==> config.mk <==
export PLATFORM = sky130hd
export DESIGN_NAME = i2c_target_regs
export DESIGN_NICKNAME = d
export VERILOG_FILES = /design/src/rtl/i2c_target_regs.sv
export SDC_FILE = /design/constraint.sdc
export NUM_CORES = 1
export LEC_CHECK = 0
export ABC_CLOCK_PERIOD_IN_PS = 4700
export CORE_MARGIN = 2
export CORE_UTILIZATION = 53
export DETAILED_ROUTE_END_ITERATION = 16
export GPL_TIMING_DRIVEN = 0
export PLACE_DENSITY = 0.71
export SLEW_MARGIN = 20
export SYNTH_ARGS = -nofsm -noshare
export SYNTH_HDL_FRONTEND = slang
export SYNTH_SLANG_ARGS = --single-unit
export TNS_END_PERCENT = 50
==> constraint.sdc <==
create_clock -name i_clk -period 4.7 [get_ports i_clk]
set_clock_uncertainty 0.15 [all_clocks]
set_input_delay 0.94 -clock i_clk [delete_from_list [all_inputs] [get_ports i_clk]]
set_output_delay 0.94 -clock i_clk [all_outputs]
set_load 0.01 [all_outputs]
==> src/rtl/i2c_target_regs.sv <==
// I2C target with a byte-wide register bank and register-pointer protocol (DS3231M style).
// Optional SCL-low bus timeout is compiled in when I2C_TGT_TIMEOUT_EN is defined.
module i2c_target_regs #(
    parameter logic [6:0] DEV_ADDR    = 7'h68,
    parameter int         NUM_REGS    = 19,
    parameter int         PTR_W       = 5,
    parameter int         FILT_LEN    = 3,
    parameter int         TIMEOUT_CYC = 1_750_000
) (
    input  logic             i_clk,
    input  logic             i_rst,
    input  logic             i_scl,
    input  logic             i_sda,
    output logic             o_sda_low,
    input  logic             i_loc_we,
    input  logic [PTR_W-1:0] i_loc_addr,
    input  logic [7:0]       i_loc_data,
    output logic             o_bus_wr,
    output logic [PTR_W-1:0] o_bus_wr_addr,
    output logic [7:0]       o_bus_wr_data,
    output logic             o_busy
);
    localparam int               FC_W       = $clog2(FILT_LEN + 1);
    localparam logic [PTR_W-1:0] PTR_ONE    = PTR_W'(1);
    localparam logic [PTR_W-1:0] PTR_LAST   = PTR_W'(NUM_REGS - 1);
    localparam logic [7:0]       NUM_REGS_B = 8'(NUM_REGS);

    typedef enum logic [3:0] {
        IDLE, ADDR, ADDR_ACK, PTR, PTR_ACK, WDATA, WDATA_ACK, RDATA, MACK, WAIT_STOP
    } state_t;

    // Line 0 is SCL, line 1 is SDA; both idle high.
    logic [1:0] pin_in;
    logic [1:0] filt_lvl;
    logic [1:0] prev_reg;
    assign pin_in = {i_sda, i_scl};

    genvar gi;
    generate
        for (gi = 0; gi < 2; gi++) begin : g_line
            logic            sync1_reg, sync2_reg, filt_reg;
            logic [FC_W-1:0] cnt_reg;
            always_ff @(posedge i_clk) begin
                if (i_rst) begin
                    sync1_reg <= 1'b1;
                    sync2_reg <= 1'b1;
                    filt_reg  <= 1'b1;
                    cnt_reg   <= '0;
                end else begin
                    sync1_reg <= pin_in[gi];
                    sync2_reg <= sync1_reg;
                    if (sync2_reg == filt_reg) begin
                        cnt_reg <= '0;
                    end else if (cnt_reg == FC_W'(FILT_LEN - 1)) begin
                        filt_reg <= sync2_reg;
                        cnt_reg  <= '0;
                    end else begin
                        cnt_reg <= cnt_reg + FC_W'(1);
                    end
                end
            end
            assign filt_lvl[gi] = filt_reg;
        end
    endgenerate

    always_ff @(posedge i_clk) begin
        if (i_rst) prev_reg <= 2'b11;
        else       prev_reg <= filt_lvl;
    end

    logic scl_f, sda_f, scl_rise, scl_fall, start_det, stop_det;
    assign scl_f     = filt_lvl[0];
    assign sda_f     = filt_lvl[1];
    assign scl_rise  = scl_f & ~prev_reg[0];
    assign scl_fall  = ~scl_f & prev_reg[0];
    assign start_det = scl_f & prev_reg[0] & prev_reg[1] & ~sda_f;
    assign stop_det  = scl_f & prev_reg[0] & ~prev_reg[1] & sda_f;

    // Register bank: a bus write lands on the cycle o_bus_wr is high and wins over a local write.
    logic [7:0] regs [NUM_REGS];
    logic [7:0] rd_data_reg;
    logic [PTR_W-1:0] ptr_reg;

    generate
        for (gi = 0; gi < NUM_REGS; gi++) begin : g_reg
            logic [7:0] r_reg;
            always_ff @(posedge i_clk) begin
                if (i_rst) begin
                    r_reg <= 8'h00;
                end else if (o_bus_wr && o_bus_wr_addr == PTR_W'(gi)) begin
                    r_reg <= o_bus_wr_data;
                end else if (i_loc_we && i_loc_addr == PTR_W'(gi)) begin
                    r_reg <= i_loc_data;
                end
            end
            assign regs[gi] = r_reg;
        end
    endgenerate

    always_ff @(posedge i_clk) begin
        if (i_rst) rd_data_reg <= 8'h00;
        else       rd_data_reg <= regs[ptr_reg];
    end

    state_t           state_reg;
    logic [2:0]       bit_cnt_reg;
    logic [7:0]       shift_reg;
    logic             phase_reg;
    logic             rw_reg;
    logic [7:0]       rx_byte;
    logic [PTR_W-1:0] ptr_inc;
    logic             to_hit;

    assign rx_byte = {shift_reg[6:0], sda_f};
    assign ptr_inc = (ptr_reg == PTR_LAST) ? '0 : ptr_reg + PTR_ONE;

    logic unused_msb;
    assign unused_msb = shift_reg[7];

`ifdef I2C_TGT_TIMEOUT_EN
    localparam int TO_W = $clog2(TIMEOUT_CYC + 1);
    logic [TO_W-1:0] to_cnt_reg;
    always_ff @(posedge i_clk) begin
        if (i_rst || state_reg == IDLE || scl_f) begin
            to_cnt_reg <= '0;
        end else if (to_cnt_reg != TO_W'(TIMEOUT_CYC)) begin
            to_cnt_reg <= to_cnt_reg + TO_W'(1);
        end
    end
    assign to_hit = (to_cnt_reg == TO_W'(TIMEOUT_CYC));
`else
    logic unused_timeout;
    assign unused_timeout = (TIMEOUT_CYC == 0);
    assign to_hit = 1'b0;
`endif

    always_ff @(posedge i_clk) begin
        if (i_rst) begin
            state_reg     <= IDLE;
            bit_cnt_reg   <= 3'd0;
            shift_reg     <= 8'h00;
            phase_reg     <= 1'b0;
            rw_reg        <= 1'b0;
            ptr_reg       <= '0;
            o_sda_low     <= 1'b0;
            o_bus_wr      <= 1'b0;
            o_bus_wr_addr <= '0;
            o_bus_wr_data <= 8'h00;
            o_busy        <= 1'b0;
        end else begin
            o_bus_wr <= 1'b0;
            if (start_det) begin
                state_reg   <= ADDR;
                bit_cnt_reg <= 3'd0;
                phase_reg   <= 1'b0;
                o_sda_low   <= 1'b0;
            end else if (stop_det || to_hit) begin
                state_reg <= IDLE;
                o_sda_low <= 1'b0;
                o_busy    <= 1'b0;
            end else begin
                case (state_reg)
                    ADDR, PTR, WDATA: begin
                        if (scl_rise) begin
                            shift_reg   <= rx_byte;
                            bit_cnt_reg <= bit_cnt_reg + 3'd1;
                            phase_reg   <= 1'b0;
                            if (bit_cnt_reg == 3'd7) begin
                                if (state_reg == ADDR) begin
                                    if (rx_byte[7:1] == DEV_ADDR) begin
                                        state_reg <= ADDR_ACK;
                                        rw_reg    <= rx_byte[0];
                                        o_busy    <= 1'b1;
                                    end else begin
                                        state_reg <= IDLE;
                                        o_busy    <= 1'b0;
                                    end
                                end else if (state_reg == PTR) begin
                                    ptr_reg   <= (rx_byte < NUM_REGS_B) ? rx_byte[PTR_W-1:0] : '0;
                                    state_reg <= PTR_ACK;
                                end else begin
                                    o_bus_wr      <= 1'b1;
                                    o_bus_wr_addr <= ptr_reg;
                                    o_bus_wr_data <= rx_byte;
                                    ptr_reg       <= ptr_inc;
                                    state_reg     <= WDATA_ACK;
                                end
                            end
                        end
                    end
                    // First falling edge starts the ACK pulse, second one ends it.
                    ADDR_ACK, PTR_ACK, WDATA_ACK: begin
                        if (scl_fall) begin
                            if (!phase_reg) begin
                                o_sda_low <= 1'b1;
                                phase_reg <= 1'b1;
                            end else begin
                                phase_reg   <= 1'b0;
                                bit_cnt_reg <= 3'd0;
                                if (state_reg == ADDR_ACK && rw_reg) begin
                                    shift_reg <= rd_data_reg;
                                    o_sda_low <= ~rd_data_reg[7];
                                    state_reg <= RDATA;
                                end else begin
                                    o_sda_low <= 1'b0;
                                    state_reg <= (state_reg == ADDR_ACK) ? PTR : WDATA;
                                end
                            end
                        end
                    end
                    RDATA: begin
                        if (scl_fall) begin
                            if (bit_cnt_reg == 3'd7) begin
                                o_sda_low <= 1'b0;
                                ptr_reg   <= ptr_inc;
                                phase_reg <= 1'b0;
                                state_reg <= MACK;
                            end else begin
                                o_sda_low   <= ~shift_reg[6];
                                shift_reg   <= {shift_reg[6:0], 1'b0};
                                bit_cnt_reg <= bit_cnt_reg + 3'd1;
                            end
                        end
                    end
                    MACK: begin
                        if (scl_rise) begin
                            if (sda_f) state_reg <= WAIT_STOP;
                            else       phase_reg <= 1'b1;
                        end else if (scl_fall && phase_reg) begin
                            phase_reg   <= 1'b0;
                            bit_cnt_reg <= 3'd0;
                            shift_reg   <= rd_data_reg;
                            o_sda_low   <= ~rd_data_reg[7];
                            state_reg   <= RDATA;
                        end
                    end
                    default: ;
                endcase
            end
        end
    end
endmodule

# Word level (Yosys, flattened, before mapping)
# Cells that the tools add are included.
# word_totals
reg_bits	209
latchBits	0
ramBits	0
rom_bits	0
input_bits	18
out_inout_bits	16
word_cells	339
mem_count	0
# op_classes
addsub	4
mul	0
n_div	0
order_cmp	2
n_eq_ne	73
shifts	0
muxes	108
n_bitwise	23
n_reduce_logical	88
# op_table
operator	n
$mux 8	40
$eq 5x4->1 const B	16
$mux 7	8
$reduce_bool 2->1	24
$bmux 8 s5	1
$eq 5x3->1 const B	8
$logic_and 1x1->1	40
$mux 4	10
$mux 5	8
$eq 5x5->1 const B	7
$pmux 7 s4	1
$mux 3	9
$reduce_and 9->1	3
$mux 1	24
$ne 4x4->1 const B	6
$ne 2x2->1 const B	11
$eq 5x2->1 const B	4
$eq 4x3->1 const B	4
$pmux 4 s4	1
$reduce_and 8->1	2
$not 1->1	15
$reduce_or 3->1	5
$reduce_and 7->1	2
$pmux 3 s4	1
30 further kinds	48

# Longest topological paths before layout
# Gate-level depths: netlist of the first run.
# logic_depth
ltp_word	8
ltp_mapped	9
depth_no_buf	7

# Least setup slack after synthesis of the first run
# OpenSTA, ideal clock, no wires.
# synth_timing
path_kind	input -> register
from	in i_loc_we
to	reg g_reg[4].r_reg[5]
arrival_time_ns	2.212
setup_slack_ns	2.247
stages	6
path_buffers	1
cell_sequence	nor2b_1 nand3b_1 o31ai_2 buf_2 nor2_1 a311oi_1
# synth_via
elab_chain_cells	2
# synth_rtl
element	line_no	text
start, declared	15	input logic i_loc_we,
$logic_and 1x1->1	92	end else if (i_loc_we && i_loc_addr == PTR_W'(gi)) begin
$reduce_bool 2->1 (no line)	--	
end signal, assigned	91	r_reg <= o_bus_wr_data;
end signal, assigned	93	r_reg <= i_loc_data;
end, declared	86	logic [7:0] r_reg;
# No other way between the ends.
# A chain may end at the register's enable or synchronous reset.

# Final worst setup path of the first run
# layout_timing
from	reg ptr_reg[0]
to	reg ptr_reg[4]
# layout_via
elab_chain_cells	7
elab_cells_between_ends	10
cone_classes	1 x add/sub; 1 x eq/ne; 8 x mux
# layout_rtl
element	line_no	text
start, declared	82	logic [PTR_W-1:0] ptr_reg;
start signal, assigned	179	ptr_reg <= (rx_byte < NUM_REGS_B) ? rx_byte[PTR_W-1:0] : '0;
start signal, assigned	185	ptr_reg <= ptr_inc;
start signal, assigned	215	ptr_reg <= ptr_inc;
$add 5x1->5 or $eq 5x5->1 (tied branches)	115	assign ptr_inc = (ptr_reg == PTR_LAST) ? '0 : ptr_reg + PTR_ONE;
$mux 5 *	115	
$mux 5	178	end else if (state_reg == PTR) begin
$mux 5	169	if (state_reg == ADDR) begin
$mux 5	168	if (bit_cnt_reg == 3'd7) begin
$mux 5	164	if (scl_rise) begin
$pmux 5 s2 *	162	case (state_reg)
# Mark *: on every way between the ends. The rest lies on a longest branch, timed or not. The select of a mux whose other input is x is not followed.

==> results of run 1 <==
## synthesized netlist by cell type (13+ instances only)
master | n | area [sq um]
a211oi_1 | 112 | 841
nand3_1 | 62 | 310
dfxtp_1 | 209 | 4180
o21ai_0 | 13 | 65.1
a21oi_1 | 36 | 180
nand2_1 | 98 | 368
a311oi_1 | 49 | 429
mux2i_1 | 161 | 1610
mux4_2 | 16 | 360
buf_2 | 15 | 75.1
nor2_1 | 191 | 717
clkbuf_1 | 94 | 353
## worst min-delay path by stage
| stage | startpoint | endpoint | cells after the start |
|---|---|---|---|
| detailed placement | g_line[0].sync1_reg | g_line[0].sync2_reg | 1 |
| CTS | g_line[0].sync1_reg | g_line[0].sync2_reg | 1 |
| global placement | g_line[0].sync1_reg | g_line[0].sync2_reg | 1 |
| finish | g_line[0].sync1_reg | g_line[0].sync2_reg | 1 |
| global route | g_line[0].sync1_reg | g_line[0].sync2_reg | 1 |
| floorplan | g_line[0].sync1_reg | g_line[0].sync2_reg | 1 |
## power by group
group / leakage [nW] / switching [mW] / internal (mW)
clock network: 0.342 / 0.728 / 1.00
registers: 1.69 / 0.0365 / 1.81
logic: 2.59 / 0.321 / 0.188
## through the flow
stage / total power, mW / cells / cell area, sq um
after floorplan: 2.24 / 1254 / 11100
after global placement: 2.37 / 1549 / 11700
after detailed placement: 2.37 / 1549 / 11700
after CTS: 4.07 / 1586 / 12400
after global routing: 4.20 / 1586 / 12400
final: 4.08 / 1586 / 12400
## routing by layer
layer  share of wire [%]  up-vias  track usage (%)
met2                  43      595             52.0
met4                 5.4        0             15.0
met3                  11      131             8.31
li1                    -     4707                -
met5                   0        -                0
met1                  41     4904             45.2
## area by class of cell
class,count,share of cell area [%]
inverter,10,0.304
clock buffer,37,5.65
timing repair buffer,25,2.02
buffer,124,4.29
multi-input combinational,911,51.1
tap,270,2.73
sequential,209,33.9
## critical path, delay by kind of cell (launching register included)
| family | cells | cell delay, ns |
|---|---|---|
| buffers and inverters | 3 | 1.50 |
| flip-flops | 1 | 0.34 |
| AND/OR/NAND/NOR | 3 | 0.59 |
| AO/OA/AOI/OAI | 2 | 0.16 |
| adder cells (fa/ha/maj) | 1 | 0.30 |
## logic make-up (layout without fill, tap and decap cells)
kind of cell	count (synthesis)	count (layout)	share of synthesized area, %
DFF	209	209	37.8
AOI/OAI and AO/OA	280	280	19.4
xor gates and xnor gates	3	3	0.237
buffers and inverters	134	196	5.13
muxes	187	187	18.8
adders and majority gates	6	6	0.678
and+or+nand+nor	435	435	18.0
==> impl_metrics.csv, run 1 <==
group,metric,value,unit
power_and_ir_drop,pwr_density_cell,330,nW/um^2
setup_path,path_cells,"clkbuf_1 -> buf_1 -> inv_1 -> ha_1 -> nand2b_1 -> a21oi_1 -> nor4_1 -> a211oi_1 -> nor3_1",
yosys,syn_nets,1278,
setup_path,worstSetupStartpointType,"register",
setup_path,worst_r2r_endpoint,"ptr_reg[4]",
yosys,synth-edff-count,0,
setup_path,required,4.97,ns
timing,timing.final.crit_period,3.12,ns
final_layout,multi_input_area,6320,sq um
setup_path,startpoint,"ptr_reg[0]",
yosys,netlist_area,11100,sq um
timing,fin_tns_setup,0,ns
clock_network,clk_path_buf_depth,3,
min_path,hp-class,"register to register",
setup_path,reg2reg_from,"ptr_reg[0]",
yosys,synth-main-ff-cell,"dfxtp_1",
timing,fin_crit_sh,66.4,%
final_layout,nFillCells,1848,
grt,antenna_found_initial,0,
setup_path,ff2ff_setup_slack,1.58,ns
routing,wl_per_cell,23.6,um
grt,grtUsageTotal,33.8,%
grt,grt_max_degree,13,
routing,num_vias,10337,
setup_path,cp_max_fo,10,
setup_path,path_class,"register to register",
floorplanning,core,20400,sq um
final_layout,final_nets,1328,
floorplanning,die_w,149,um
final_layout,register_area,4180,sq um
yosys,ys_seq_area_share,37.8,%
yosys,async_flop_share,0,%
timing,relSlewSlack,18.6,%
floorplanning,dieArea,22100,sq um
clock_network,ctsHtreeMaxLevel,1,
final_layout,largest_reg_flops,152,
clock_network,clock-sinks,209,
routing,wirelength,37500,um
floorplanning,die_y,149,um
clock_network,cts_tree,"yes",
place,place_ws,1.16,ns
timing,max_freq,320,MHz
clock_network,cts.hold.buffers_added,0,
run,cap_violations,0,
timing,worst_slack,1.58,ns
place,io_buffers,25,
setup_path,worstSetupEndpointType,"register",
final_layout,layout_commonest_cell,"dfxtp_1",
power_and_ir_drop,vdd_ir_drop_max,254,uV
yosys,synth_warnings,0,
routing,drtIter0Drc,1157,
routing,drtAntennaViolNets,0,
yosys,synth.avg_cell_area,8.83,sq um
setup_path,r2r_cells,9,
timing,rsz0062_at_grt,"no",
place,hpwl,26300,um
clock_network,cts_root_buf,"clkbuf_16",
yosys,synth.ff_latch_count,209,
floorplanning,rows,52,
clock_network,cts_resized,0,
clock_network,numCtsBuffers,23,
final_layout,fin_util,60.7,%
clock_network,cts.clk_slew.worst_paths,0.06,ns
clock_network,post_cts_buffers,0,
final_layout,antenna_cells,0,
final_layout,final_cell_mix,"dfxtp_1 (209), nor2_1 (191), mux2i_1 (161)",
timing,setup_violations,0,
grt,grt_pass1_vias,9961,
setup_path,crit_path_end,"ptr_reg[4]",
timing,hold_violations,0,
setup_path,slowest_stage,"buf_1",
floorplanning,io_pins,34,
final_layout,drive_gt1_share,8.21,%
timing,hold_ws,0.255,ns
routing,drc,0,
yosys,syn_inst,1254,
timing,drv_slew,0,
final_layout,syn_to_final_growth,11.6,%
clock_network,clock_latency,0.52,ns
setup_path,critPathArrivalTime,3.39,ns
routing,first_pass_iters,9,
timing,worstMarginPinSlew,1.21,ns
setup_path,max_stage_delay,0.75,ns
grt,grt_pass1_wl,57900,um
grt,overflow,0,
yosys,ys_types,68,
power_and_ir_drop,leakagePower,4.62,nW
outcome,status,"finished, final reports clean",
routing,via_per_inst,6.52,
place,place.gp.congestion,0.942,
floorplanning,start_util,54.4,%
Power figures use the tool's default switching activity.
==> inputs of run 2 (changes only) <==
ABC_CLOCK_PERIOD_IN_PS = 2600   (was 4700)
PLACE_DENSITY = 0.74   (was 0.71)
clock period = 2.6 ns   (was 4.7 ns; I/O delays follow)
==> run 2 against run 1 <==
  * The run now ends with setup timing left
  * Power is 80% higher
  * First-iteration DRC count is 2.1% lower
  * Clock-buffer cell count is 3 lower
  * Setup slack worse by 1.6 ns
  * Largest power group unchanged
  * Via count is 1.4% higher
  * Maximum frequency is 19% higher
  * Worst hold slack better by 0.0013 ns
  * Non-clock buffer count stayed put
  * Design area is 0.64% higher
  * Register-to-register slack worse by 1.6 ns
  * Clock power is 80% higher
==> impl_metrics.csv, run 2 (synthesized netlist as in run 1, its figures left out) <==
group,metric,value,unit
power_and_ir_drop,leakagePower,4.68,nW
clock_network,cts.clk_slew.worst_paths,0.06,ns
min_path,min_from,"g_line[0].sync1_reg",
setup_path,reg2reg_from,"ptr_reg[2]",
place,io_buffers,25,
clock_network,numCtsBuffers,23,
timing,worstMarginPinSlew,1.06,ns
timing,relSlewSlack,29.4,%
grt,grt_pass1_wl,58400,um
outcome,violations,"setup timing",
routing,via_per_inst,6.61,
routing,first_pass_iters,6,
power_and_ir_drop,swShare,26.8,%
floorplanning,start_util,54.4,%
run,cap_violations,0,
clock_network,clock-sinks,209,
floorplanning,rows,52,
setup_path,worstSetupEndpointType,"register",
min_path,min_to,"g_line[0].sync2_reg",
clock_network,cts_tree,"yes",
routing,drc,0,
routing,drtIter0Drc,1133,
setup_path,ff2ff_setup_slack,-0.03,ns
final_layout,largest_reg_flops,152,
final_layout,register_area,4190,sq um
timing,drv_slew,0,
floorplanning,dieArea,22100,sq um
min_path,whs_path_depth,1,
floorplanning,die_y,149,um
timing,rsz0062_at_grt,"yes",
place,hpwl,26300,um
timing,hold_violations,0,
setup_path,startpoint,"ptr_reg[2]",
clock_network,clk_path_buf_depth,3,
final_layout,antenna_cells,0,
floorplanning,io_pins,34,
place,place.gp.congestion,1.01,
setup_path,critPathArrivalTime,2.86,ns
grt,grt_pass1_vias,9992,
routing,drtAntennaViolNets,0,
grt,grt_max_degree,13,
clock_network,cts_root_buf,"clkbuf_16",
routing,wl_per_cell,23.7,um
setup_path,r2r_cells,4,
timing,max_freq,380,MHz
timing,worst_slack,-0.0337,ns
routing,num_vias,10485,
power_and_ir_drop,vdd_ir_drop_max,518,uV
power_and_ir_drop,internal_power,5.39,mW
timing,timing.final.crit_period,2.63,ns
power_and_ir_drop,power_frac_seq,45.3,%
timing,fin_tns_setup,-0.0337,ns
final_layout,multi_input_area,6370,sq um
power_and_ir_drop,pwr_density_cell,592,nW/um^2
setup_path,worst_r2r_endpoint,"rd_data_reg[4]",
clock_network,clock_latency,0.51,ns
outcome,status,"finished with violations",
setup_path,path_class,"register to register",
setup_path,cp_max_fo,10,
power_and_ir_drop,switching_power,1.97,mW
timing,fin_crit_sh,101,%
final_layout,final_nets,1328,
grt,grtUsageTotal,33.9,%
floorplanning,core,20400,sq um
routing,wirelength,37600,um
grt,overflow,0,
final_layout,layout_commonest_cell,"dfxtp_1",
timing,setup_violations,1,
power_and_ir_drop,combPwrFrac,12.5,%
clock_network,ctsHtreeMaxLevel,1,
final_layout,syn_to_final_growth,12.3,%
final_layout,drive_gt1_share,10.1,%
final_layout,nFillCells,1784,
final_layout,final_cell_mix,"dfxtp_1 (208), nor2_1 (191), mux2i_1 (161)",
timing,hold_ws,0.256,ns
setup_path,worstSetupStartpointType,"register",
setup_path,required,2.82,ns
min_path,hp-class,"register to register",
power_and_ir_drop,clockPowerShare,42.2,%
grt,antenna_found_initial,0,
floorplanning,die_w,149,um
-- run 2: changes by cell type in the layout (fill, tap and decap cells not counted), sizes merged --
cell	delta
clkinvlp	+1
buf	-2
clkinv	+3
clkbuf	-1
-- run 2: area by class of cell --
type / instances / area share (%)
inverters: 10 / 0.302
well taps: 270 / 2.72
clock inverters: 4 / 0.181
repair buffers: 25 / 2.01
plain buffers: 124 / 4.45
multi-input cells: 911 / 51.3
flip-flops and latches: 209 / 33.6
clock buffers: 34 / 5.44
-- run 2: how the worst max path moves through the flow --
stage | end | cells past startpoint
after floorplan | ptr_reg[4] | 9
after global placement | g_reg[0].r_reg[0] | 6
after detailed placement | g_reg[0].r_reg[6] | 6
after CTS | g_reg[5].r_reg[5] | 7
after global routing | g_reg[16].r_reg[3] | 6
final | rd_data_reg[4] | 4
-- run 2: worst max-delay path, cell delays in order (launching register included) --
cell and delay (ns):
dfxtp_1 0.43, clkbuf_1 0.53, clkbuf_1 0.75, mux2i_1 0.44, o221ai_1 0.19
-- run 2: power by group through the flow --
stage,sequential (mW),combinational [mW],clock [mW]
after floorplan,3.38,0.674,0
after global placement,3.40,0.884,0
after detailed placement,3.40,0.891,0
after CTS,3.33,0.895,3.11
after global routing,3.34,0.987,3.24
final,3.33,0.918,3.11
-- run 2: per-stage QoR --
step | setup slack [ns] | power [mW] | cells | util, % | cell area [sq um]
floorplan | 0.468 | 4.05 | 1254 | - | 11100
global placement | -0.461 | 4.28 | 1549 | 57.3 | 11700
detailed placement | -0.512 | 4.29 | 1549 | 57.3 | 11700
CTS | -0.000340 | 7.34 | 1587 | 60.8 | 12400
global route | -0.0416 | 7.57 | 1587 | 61.1 | 12400
finish | -0.0337 | 7.36 | 1587 | 61.1 | 12400
-- run 2: per-layer routing --
layer	global-route usage, %	vias up	wire [um]
met5	0	-	0
met4	14.2	0	1760
met3	6.93	121	4110
met2	52.9	656	16600
met1	46.0	4997	15100
li1	-	4711	-
-- run 2: timing repair --
action	in CTS	in global routing
endpoints found under the setup margin	55	82
pin swaps	0	0
resized for setup	9	25
buffers inserted	0	0
hold buffers	0	0
==> inputs of run 3 (changes only) <==
ABC_CLOCK_PERIOD_IN_PS = 2950   (was 2600)
PLACE_DENSITY = 0.71   (was 0.74)
clock period = 2.95 ns   (was 2.6 ns; I/O delays follow)
==> run 3 against run 2 <==
  * The flow now finishes without violations
  * Power shrank 12%
  * Clock power shrank 12%
  * Combinational power shrank 12%
  * Largest cell class unchanged
  * Register-to-register slack gained 0.09 ns
  * Setup slack gained 0.090 ns
==> impl_metrics.csv, run 3 (synthesized netlist as in run 1, its figures left out) <==
group,metric,value,unit
final_layout,antenna_cells,0,
clock_network,ctsHtreeMaxLevel,1,
clock_network,cts_root_buf,"clkbuf_16",
grt,antenna_found_initial,0,
final_layout,layout_commonest_cell,"dfxtp_1",
power_and_ir_drop,p_total,6.50,mW
setup_path,cp_max_fo,10,
clock_network,clk_path_buf_depth,3,
clock_network,clock-sinks,209,
grt,grt_max_degree,13,
floorplanning,die_w,149,um
grt,overflow,0,
outcome,status,"finished, final reports clean",
setup_path,crit_family,"buffers and inverters",
floorplanning,dieArea,22100,sq um
timing,rsz0062_at_grt,"no",
grt,grt_pass1_wl,57900,um
setup_path,slowest_stage,"buf_1",
routing,via_per_inst,6.51,
power_and_ir_drop,pwr_density_cell,525,nW/um^2
routing,wl_per_cell,23.7,um
power_and_ir_drop,vdd_ir_drop_max,404,uV
routing,drc,0,
clock_network,clock_latency,0.52,ns
timing,relSlewSlack,39.4,%
floorplanning,rows,52,
floorplanning,io_pins,34,
routing,num_vias,10326,
timing,fin_crit_sh,98.1,%
place,io_buffers,25,
min_path,hp-class,"register to register",
clock_network,cts_tree,"yes",
final_layout,drive_gt1_share,8.51,%
timing,drv_slew,0,
final_layout,final_nets,1328,
floorplanning,start_util,54.4,%
clock_network,cts.clk_slew.worst_paths,0.06,ns
run,cap_violations,0,
setup_path,worstSetupStartpointType,"register",
timing,worstMarginPinSlew,0.909,ns
routing,wirelength,37500,um
final_layout,fin_util,60.7,%
place,hpwl,26300,um
final_layout,syn_to_final_growth,11.7,%
floorplanning,core,20400,sq um
setup_path,path_cells,"clkbuf_1 -> buf_1 -> mux4_2 -> mux2i_1 -> o221ai_1",
power_and_ir_drop,leakagePower,4.63,nW
timing,hold_violations,0,
routing,drtIter0Drc,1149,
setup_path,critPathArrivalTime,3.08,ns
place,place.gp.congestion,0.942,
final_layout,largest_reg_flops,152,
final_layout,final_cell_mix,"dfxtp_1 (209), nor2_1 (191), mux2i_1 (161)",
timing,setup_violations,0,
clock_network,numCtsBuffers,23,
setup_path,crit_buf_inv,2,
setup_path,path_class,"register to register",
timing,timing.final.crit_period,2.89,ns
timing,max_freq,346,MHz
routing,first_pass_iters,6,
grt,grtUsageTotal,33.8,%
setup_path,max_stage_delay,0.69,ns
routing,drtAntennaViolNets,0,
setup_path,worstSetupEndpointType,"register",
setup_path,required,3.14,ns
floorplanning,die_y,149,um
grt,grt_pass1_vias,9963,
==> run 3: metal layers <==
metal	vias up	share of wire (%)	wire, um	global-route usage (%)
met1	4899	41	15200	45.2
li1	4708	-	-	-
met2	604	43	16200	52.0
met5	-	0	0	0
met3	115	11	4120	8.25
met4	0	5.1	1910	15.1
==> run 3: path summary, 6_finish.rpt <==
kind                    endpoint  slack (ns)  depth (start not counted)           startpoint
max reg2reg       rd_data_reg[4]        0.06                          5           ptr_reg[1]
max               rd_data_reg[4]        0.06                          5           ptr_reg[1]
min reg2reg  g_line[0].sync2_reg        0.25                          1  g_line[0].sync1_reg
min          g_line[0].sync2_reg        0.25                          1  g_line[0].sync1_reg
==> run 3: layout make-up <==
| class | instances | area, sq um |
|---|---|---|
| well taps | 270 | 338 |
| fillers | 1847 | 8000 |
| inverters | 10 | 37.5 |
| plain buffers | 124 | 534 |
| repair buffers | 25 | 250 |
| clock buffers | 37 | 698 |
| multi-input cells | 911 | 6330 |
| flip-flops and latches | 209 | 4180 |
==> run 3: where the power goes <==
part	leakage, nW	total, mW	switching [mW]	internal [mW]
Combinational	2.60	0.809	0.510	0.299
Sequential	1.69	2.94	0.0579	2.88
Clock	0.342	2.75	1.15	1.60
Total	4.63	6.50	1.72	4.78
==> run 3: what timing repair did <==
action,CTS,global route
setup endpoints to repair,4,7
pin swaps,0,0
resized for setup,1,4
hold buffers,0,0
setup buffers,0,0
==> run 3: through the flow <==
stage                     setup TNS [ns]  setup WS, ns  std cells  cell area (sq um)  hold WS [ns]
after CTS                              0         0.161       1586              12400         0.257
after global routing                   0        0.0208       1586              12400         0.270
after floorplan                        0         0.818       1254              11100         0.239
after global placement             -7.92        -0.215       1549              11700         0.244
final                                  0        0.0567       1586              12400         0.255
after detailed placement          -10.24        -0.240       1549              11700         0.243
